[config.mk]
export PLATFORM = sky130hd
export DESIGN_NAME = rcv_timing_ctrl
export DESIGN_NICKNAME = d
export VERILOG_FILES = /design/src/rtl/rcv_pkg.sv /design/src/rtl/rcv_bit_timer.sv /design/src/rtl/rcv_timing_ctrl.sv
export SDC_FILE = /design/constraint.sdc
export NUM_CORES = 1
export LEC_CHECK = 0
export ABC_AREA = 1
export BUFFER_PORTS_ARGS = -buffer_cell sky130_fd_sc_hd__buf_4
export CAP_MARGIN = 10
export CELL_PAD_IN_SITES_DETAIL_PLACEMENT = 1
export CELL_PAD_IN_SITES_GLOBAL_PLACEMENT = 2
export CORE_ASPECT_RATIO = 1.2
export CORE_MARGIN = 2
export CORE_UTILIZATION = 30
export DETAILED_ROUTE_END_ITERATION = 8
export PLACE_DENSITY = 0.76
export REMOVE_ABC_BUFFERS = 1
export SLEW_MARGIN = 30
export SYNTH_ARGS = -nofsm -noshare
export SYNTH_HDL_FRONTEND = slang
export SYNTH_HIERARCHICAL = 1
export SYNTH_SLANG_ARGS = --single-unit
[constraint.sdc]
create_clock -name clk -period 1.9 [get_ports clk]
set_input_delay 0.38 -clock clk [delete_from_list [all_inputs] [get_ports clk]]
set_output_delay 0.38 -clock clk [all_outputs]
set_load 0.01 [all_outputs]
[src/rtl/rcv_pkg.sv]
// Shared types and defaults for the UART receive timing/control stage.
package rcv_pkg;

    typedef enum logic [2:0] {
        IDLE  = 3'd0,
        START = 3'd1,
        DATA  = 3'd2,
        STOP  = 3'd3,
        LOAD  = 3'd4
    } rcv_state_t;

    localparam int DEFAULT_CLKS_PER_BIT = 10;
    localparam int DEFAULT_DATA_BITS    = 8;

    // Offset from the start edge to the mid-bit sample of the start bit.
    function automatic int half_period(input int clks_per_bit);
        return clks_per_bit / 2;
    endfunction

endpackage

[src/rtl/rcv_bit_timer.sv]
// Mod-N bit-period counter; flags its terminal count, or the half-period
// terminal count when half_mode is set.
module rcv_bit_timer
    import rcv_pkg::*;
#(
    parameter int N = DEFAULT_CLKS_PER_BIT
) (
    input  logic clk,
    input  logic rst,
    input  logic clear,
    input  logic enable,
    input  logic half_mode,
    output logic rollover_flag
);

    localparam int W = (N > 1) ? $clog2(N) : 1;
    localparam logic [W-1:0] FULL_TC = W'(N - 1);
    localparam logic [W-1:0] HALF_TC = W'(half_period(N) - 1);

    logic [W-1:0] count;

    always_ff @(posedge clk) begin
        if (rst || clear) begin
            count <= '0;
        end else if (enable) begin
            count <= (count == FULL_TC) ? '0 : count + 1'b1;
        end
    end

    assign rollover_flag = enable && (count == (half_mode ? HALF_TC : FULL_TC));

endmodule

[src/rtl/rcv_timing_ctrl.sv]
// UART receive timing/control: finds the start bit, strobes the downstream
// shift register at mid-bit for each data bit, checks the stop bit.
module rcv_timing_ctrl
    import rcv_pkg::*;
#(
    parameter int CLKS_PER_BIT = DEFAULT_CLKS_PER_BIT,
    parameter int DATA_BITS    = DEFAULT_DATA_BITS
) (
    input  logic       clk,
    input  logic       rst,
    input  logic       serial_in,
    output logic       shift_enable,
    output logic       load_buffer,
    output logic       framing_error,
    output logic       busy,
    output rcv_state_t state_dbg
);

    localparam int CW = $clog2(DATA_BITS + 1);
    localparam logic [CW-1:0] LAST_BIT = CW'(DATA_BITS - 1);

    rcv_state_t    state;
    logic          line_prev;
    logic [CW-1:0] bit_cnt;
    logic          sample_tick;
    logic          tick;
    logic          start_edge;
    logic          timer_clear;
    logic          half_mode;

    assign start_edge = (state == IDLE) && line_prev && !serial_in;
    assign half_mode  = (state == START);
    assign state_dbg  = state;

    // The timer is phased one cycle ahead of the sample grid: a tick marks the
    // cycle before a sample instant, so registered strobes land exactly on it.
    // START and STOP register the tick and sample serial_in on the next cycle.
    // Holding the timer at zero through IDLE gives value 0 at the start edge.
    assign timer_clear = ((state == IDLE) && !start_edge)
                      || ((state == START) && tick)
                      || ((state == START) && sample_tick && serial_in)
                      || ((state == STOP) && sample_tick)
                      || (state == LOAD);

    rcv_bit_timer #(
        .N (CLKS_PER_BIT)
    ) u_bit_timer (
        .clk           (clk),
        .rst           (rst),
        .clear         (timer_clear),
        .enable        (1'b1),
        .half_mode     (half_mode),
        .rollover_flag (tick)
    );

    // shift_enable and load_buffer are single-cycle strobes with no back-pressure:
    // the consumer must act in the cycle they are high; they are never high together.
    always_ff @(posedge clk) begin
        if (rst) begin
            state         <= IDLE;
            line_prev     <= 1'b1;
            bit_cnt       <= '0;
            sample_tick   <= 1'b0;
            shift_enable  <= 1'b0;
            load_buffer   <= 1'b0;
            framing_error <= 1'b0;
            busy          <= 1'b0;
        end else begin
            line_prev    <= serial_in;
            shift_enable <= 1'b0;
            load_buffer  <= 1'b0;
            sample_tick  <= 1'b0;

            case (state)
                IDLE: begin
                    if (start_edge) begin
                        state         <= START;
                        busy          <= 1'b1;
                        framing_error <= 1'b0;
                        bit_cnt       <= '0;
                    end
                end

                START: begin
                    if (tick) begin
                        sample_tick <= 1'b1;
                    end else if (sample_tick) begin
                        if (serial_in) begin
                            state <= IDLE;
                            busy  <= 1'b0;
                        end else begin
                            state <= DATA;
                        end
                    end
                end

                DATA: begin
                    if (tick) begin
                        shift_enable <= 1'b1;
                        bit_cnt      <= bit_cnt + 1'b1;
                        if (bit_cnt == LAST_BIT) begin
                            state <= STOP;
                        end
                    end
                end

                STOP: begin
                    if (tick) begin
                        sample_tick <= 1'b1;
                    end else if (sample_tick) begin
                        if (serial_in) begin
                            state       <= LOAD;
                            load_buffer <= 1'b1;
                        end else begin
                            state         <= IDLE;
                            framing_error <= 1'b1;
                            busy          <= 1'b0;
                        end
                    end
                end

                LOAD: begin
                    state <= IDLE;
                    busy  <= 1'b0;
                end

                default: begin
                    state <= IDLE;
                    busy  <= 1'b0;
                end
            endcase
        end
    end

endmodule

==> results.md <==
- The run finished with clean final reports.
- Each instance of the synthesized netlist takes up on average 7.087 µm².
- The most common cell in the netlist is sky130_fd_sc_hd__nand2_1.
- The via count of the first global-routing pass is 958.
- The tool flagged a number of max-cap violations equal to 0.
- Global routing finished with a remaining overflow of 0.
- The first detailed-routing pass ran for 2 iterations.
- The die outline area is 3481 µm².
- By startpoint and endpoint, the worst setup path is classified as reg -> reg.
- The later pin in the worst-skew pair is clocked with a latency of 0.29 ns.
- The maximum fanout encountered on the critical timing path is 4.
- During synthesis, Yosys emitted a total of 6 warnings.
- The synthesized design contains 17 register bits.
- The final-layout fill cell count is 380.
- The worst-case IR drop observed on VDD is 0.0004144 V.
- The TritonCTS buffer count is 3.
- The critical path ends at busy$_SDFFE_PP0P_.
- Synthesis handed over a netlist of 128 instances.
- The tree is rooted in a sky130_fd_sc_hd__clkbuf_4.
- The half-perimeter wire length of the detailed placement result is 1.886 mm.
- Of all cell types, the one taking the most synthesized area is sky130_fd_sc_hd__dfxtp_1.
- The detail route stage leaves a number of antenna-violating nets equal to 0.
- For this run, the leading register cell type out of synthesis is sky130_fd_sc_hd__dfxtp_1.
- The maximum number of pins on one net before global-route repair is 11.
- The clock-pin slew on the worst setup and hold paths is 0.11 ns.
- In the routed design, unresolved DRC markers number 0.
- The leakage power total is 0.5200 nW.
- For this configuration, the core starts out at a cell density of 0.3197.
- Power spread over the standard cell area amounts to 820.8 nW/µm².
- The capture point of the worst reg-to-reg path is busy$_SDFFE_PP0P_.
- The placer's final routability congestion estimate is 0.7371.
- The timing-limited maximum frequency is 0.5886 GHz.
- Setup repair after global routing left no endpoint under its margin.
- The count of buffers added on input and output ports is 9.
- The logic depth of the worst path, buffers included is 14.
- The number of synthesized flops with an enable pin is 0.
- The worst clock skew is 0.004688 ns.
- The number of hold violations in the final report is 0.
- Of the total power, the share spent switching nets is 0.3704.
- The final standard cell utilization of the core is 0.3959.
- The summed instance area of the synthesized netlist is 907.1 µm².
- The maximum buffer depth of the clock tree is 2.
- Measured in cells, the most critical reg-to-reg path has a length of 14.
- Once layout is done, the placed cells without fillers occupy 1124 µm².
- The data arrival time of the critical path is 1.89 ns.
- The total global-route track usage is 0.1549.
- The via count of the routed design is 872.
- Along the worst hold path, the cell count comes to 3.
- The path category of the worst min-delay check is in -> reg.
- The startpoint of the most critical setup path is state_dbg[2]$_SDFFE_PP0P_.
- In the synthesized netlist the async set-or-reset flop fraction comes to 0.
- Of the total power, registers draw 0.440.
- On the critical path, the stage with the largest delay is an instance of sky130_fd_sc_hd__dfxtp_2.
- The total power is 922.3 µW.
- Timing analysis after detailed placement gives a worst setup slack of 0.05602 ns.
- The final-report max-slew violation count is 0.
- Row generation in the floorplan step produced 21 rows.
- Walking the worst path, the cells encountered are inv_2 > nand2_2 > nor2_4 > nand3_1 > nand2_1 > nand3_2 > nor2_4 > inv_1 > nand2_2 > nand2_2 > nand3_1 > nor2_1 > nor2_1 > nor2_2.
- The number of buffers and inverters on the critical path is 2.
- On the worst path, the slowest cell contributes a delay of 0.34 ns.
- The total cell area at the placement stage is 1066 µm².
- The worst path needs 1.699 ns of the cycle, external delays included.
- Grouping stages by cell kind, the critical path spends the most delay in simple AND/OR/NAND/NOR gates.
- For this design the total switching power over the nets is 341.6 µW.
- The number of different library cells in the post-synthesis netlist is 27.
- The final setup slack of the worst path is 0.2011 ns.
- The final routed wirelength across all metal layers is 2.236 mm.
- The TritonCTS clock tree is done.
- Dividing the detail-routed wire length by the instance count gives 12.15 µm.
- Adding up every negative setup slack in the final design gives 0 ns.
- The initial antenna violation count came to 0.
- The die is 54.20 µm wide.
- CTS built an H-tree with a depth of 1.
- The library cell appearing most often on the critical path is sky130_fd_sc_hd__nand2_2.
- The number of I/O pins is 10.
- The worst register-to-register path begins at state_dbg[2]$_SDFFE_PP0P_.
- The net count of the finished layout is 155.
- The number of sinks driven by the clock tree is 17.
- The area added between synthesis and finish is 23.86%.
- The reg-to-reg setup timing slack is 0.20 ns.
- The worst path required time is 2.10 ns.
- The first routing iteration left 6 violations.
- Using the TritonRoute via totals, the vias-per-cell ratio works out to 4.739.
- The region available for standard cell placement spans 2838 µm².
- Of the cells placed in the final design, the portion with a size suffix greater than 1 is 0.3067.
- The global-route wire length before repair is 4.098 mm.
- The share of total power dissipated in combinational logic is 0.348.
- Of the post-synthesis cell area, the dominant cell type holds 0.3752.
- The number of failing setup endpoints in the final timing report is 0.
- Of the total power, the clock network draws 0.211.
- The kind of start point of the critical path is a register.
- Counting instances in the post-synthesis netlist gives the leading cell types as sky130_fd_sc_hd__nand2_1, sky130_fd_sc_hd__dfxtp_1, sky130_fd_sc_hd__inv_1.
- The number of antenna diodes is 0.
- Of the synthesized area, sequential elements account for 0.3752.
- In the finished design, the share of the clock period the worst path needs comes to 0.8941.
- The endpoint kind of the worst setup timing path is a register.
- By area the synthesized netlist is led by sky130_fd_sc_hd__dfxtp_1, sky130_fd_sc_hd__nand2_1, sky130_fd_sc_hd__inv_1, sky130_fd_sc_hd__nor2_1, sky130_fd_sc_hd__nand3_1.
- The height of the die is 64.24 µm.
- The internal power summed over all cells is 580.7 µW.
==> area by class of cell <==
cell class / count / area (µm²) / share of cell area
Clock buffer: 3 / 22.52 / 0.02004
Clock inverter: 1 / 5.005 / 0.004454
Inverter: 19 / 73.82 / 0.06570
Multi-Input combinational cell: 97 / 536.8 / 0.4777
Sequential cell: 17 / 341.6 / 0.3040
Tap cell: 34 / 42.54 / 0.03786
Timing Repair Buffer: 13 / 101.3 / 0.09020
==> sequential cells by signal, summed over array words and instances, names as in the netlist <==
| name | count |
|---|---|
| framing_error | 1 |
| shift_enable | 1 |
| sample_tick | 1 |
| u_bit_timer/count | 4 |
| line_prev | 1 |
| bit_cnt | 4 |
| state_dbg | 3 |
| busy | 1 |
| load_buffer | 1 |
==> cells by family (layout without fill, tap and decap cells) <==
kind of cell               Yosys count  after routing  synth area share
and+or+nand+nor                     71             71            0.3945
buffers and inverters               20             36           0.08551
AOI/OAI and AO/OA                   17             17            0.1173
DFF                                 17             17            0.3752
adders and majority gates            1              1           0.01379
other                                1              7          0.004134
xor gates and xnor gates             1              1          0.009657
==> power by group through the flow <==
| stage | combinational, mW | clock [mW] | sequential, mW |
|---|---|---|---|
| global placement | 0.304 | 0 | 0.412 |
| CTS | 0.312 | 0.212 | 0.405 |
| floorplan | 0.194 | 0 | 0.427 |
| finish | 0.321 | 0.195 | 0.406 |
| detailed placement | 0.310 | 0 | 0.412 |
| global route | 0.362 | 0.230 | 0.411 |
==> stage by stage <==
stage	hold WS, ns	std cells
4_1_cts	0.3060	184
3_3_place_gp	0.4640	180
3_5_place_dp	0.4758	180
2_1_floorplan	0.4424	133
6_report	0.3173	184
5_1_grt	0.3023	184
==> placed cells by master (no fill, tap or decap), types with 2 or more instances in the layout <==
| cell | n |
|---|---|
| sky130_fd_sc_hd__nand2_4 | 3 |
| sky130_fd_sc_hd__nand2_2 | 6 |
| sky130_fd_sc_hd__nor4_1 | 2 |
| sky130_fd_sc_hd__a21oi_2 | 3 |
| sky130_fd_sc_hd__o21ai_1 | 3 |
| sky130_fd_sc_hd__o21ai_0 | 2 |
| sky130_fd_sc_hd__nor2_4 | 3 |
| sky130_fd_sc_hd__nand3_2 | 2 |
| sky130_fd_sc_hd__nor2_2 | 4 |
| sky130_fd_sc_hd__nand4_1 | 3 |
| sky130_fd_sc_hd__nand2_1 | 26 |
| sky130_fd_sc_hd__a21oi_1 | 6 |
| sky130_fd_sc_hd__buf_4 | 12 |
| sky130_fd_sc_hd__conb_1 | 7 |
| sky130_fd_sc_hd__nand3_1 | 8 |
| sky130_fd_sc_hd__nor2_1 | 11 |
| sky130_fd_sc_hd__inv_1 | 14 |
| sky130_fd_sc_hd__inv_2 | 4 |
| sky130_fd_sc_hd__nor3_1 | 2 |
| sky130_fd_sc_hd__dfxtp_1 | 16 |
| sky130_fd_sc_hd__clkbuf_4 | 3 |
==> routing by layer <==
layer  vias up  GRT usage  part of all wire
met4         0    0.05938             0.010
li1        453          -                 -
met3         2    0.02804             0.031
met1       407     0.1994              0.45
met2        10     0.2485              0.50
met5         -          0                 0
==> worst reg2reg max path, stage by stage, from the launching register on <==
cell and delay [ns]:
sky130_fd_sc_hd__dfxtp_2 0.34, sky130_fd_sc_hd__inv_2 0.08, sky130_fd_sc_hd__nand2_2 0.09, sky130_fd_sc_hd__nor2_4 0.13
sky130_fd_sc_hd__nand3_1 0.08, sky130_fd_sc_hd__nand2_1 0.08, sky130_fd_sc_hd__nand3_2 0.08, sky130_fd_sc_hd__nor2_4 0.15
sky130_fd_sc_hd__inv_1 0.09, sky130_fd_sc_hd__nand2_2 0.08, sky130_fd_sc_hd__nand2_2 0.09, sky130_fd_sc_hd__nand3_1 0.10
sky130_fd_sc_hd__nor2_1 0.06, sky130_fd_sc_hd__nor2_1 0.11, sky130_fd_sc_hd__nor2_2 0.05
==> worst min-delay path by stage <==
| stage | from | end | slack [ns] |
|---|---|---|---|
| after floorplan | rst | bit_cnt[2]$_SDFFE_PP0P_ | 0.44 |
| after global placement | framing_error$_SDFFE_PP0P_ | framing_error$_SDFFE_PP0P_ | 0.46 |
| after detailed placement | framing_error$_SDFFE_PP0P_ | framing_error$_SDFFE_PP0P_ | 0.48 |
| after CTS | serial_in | line_prev$_SDFF_PP1_ | 0.31 |
| after global routing | rst | state_dbg[1]$_SDFFE_PP0P_ | 0.30 |
| final | serial_in | line_prev$_SDFF_PP1_ | 0.32 |
==> repair_timing <==
action                                  CTS  global route
gates resized for setup                   0             9
buffers inserted                          0             0
hold buffers                              0             0
endpoints found under the setup margin    0            14
No activity file was read; power rests on OpenSTA's default activity.
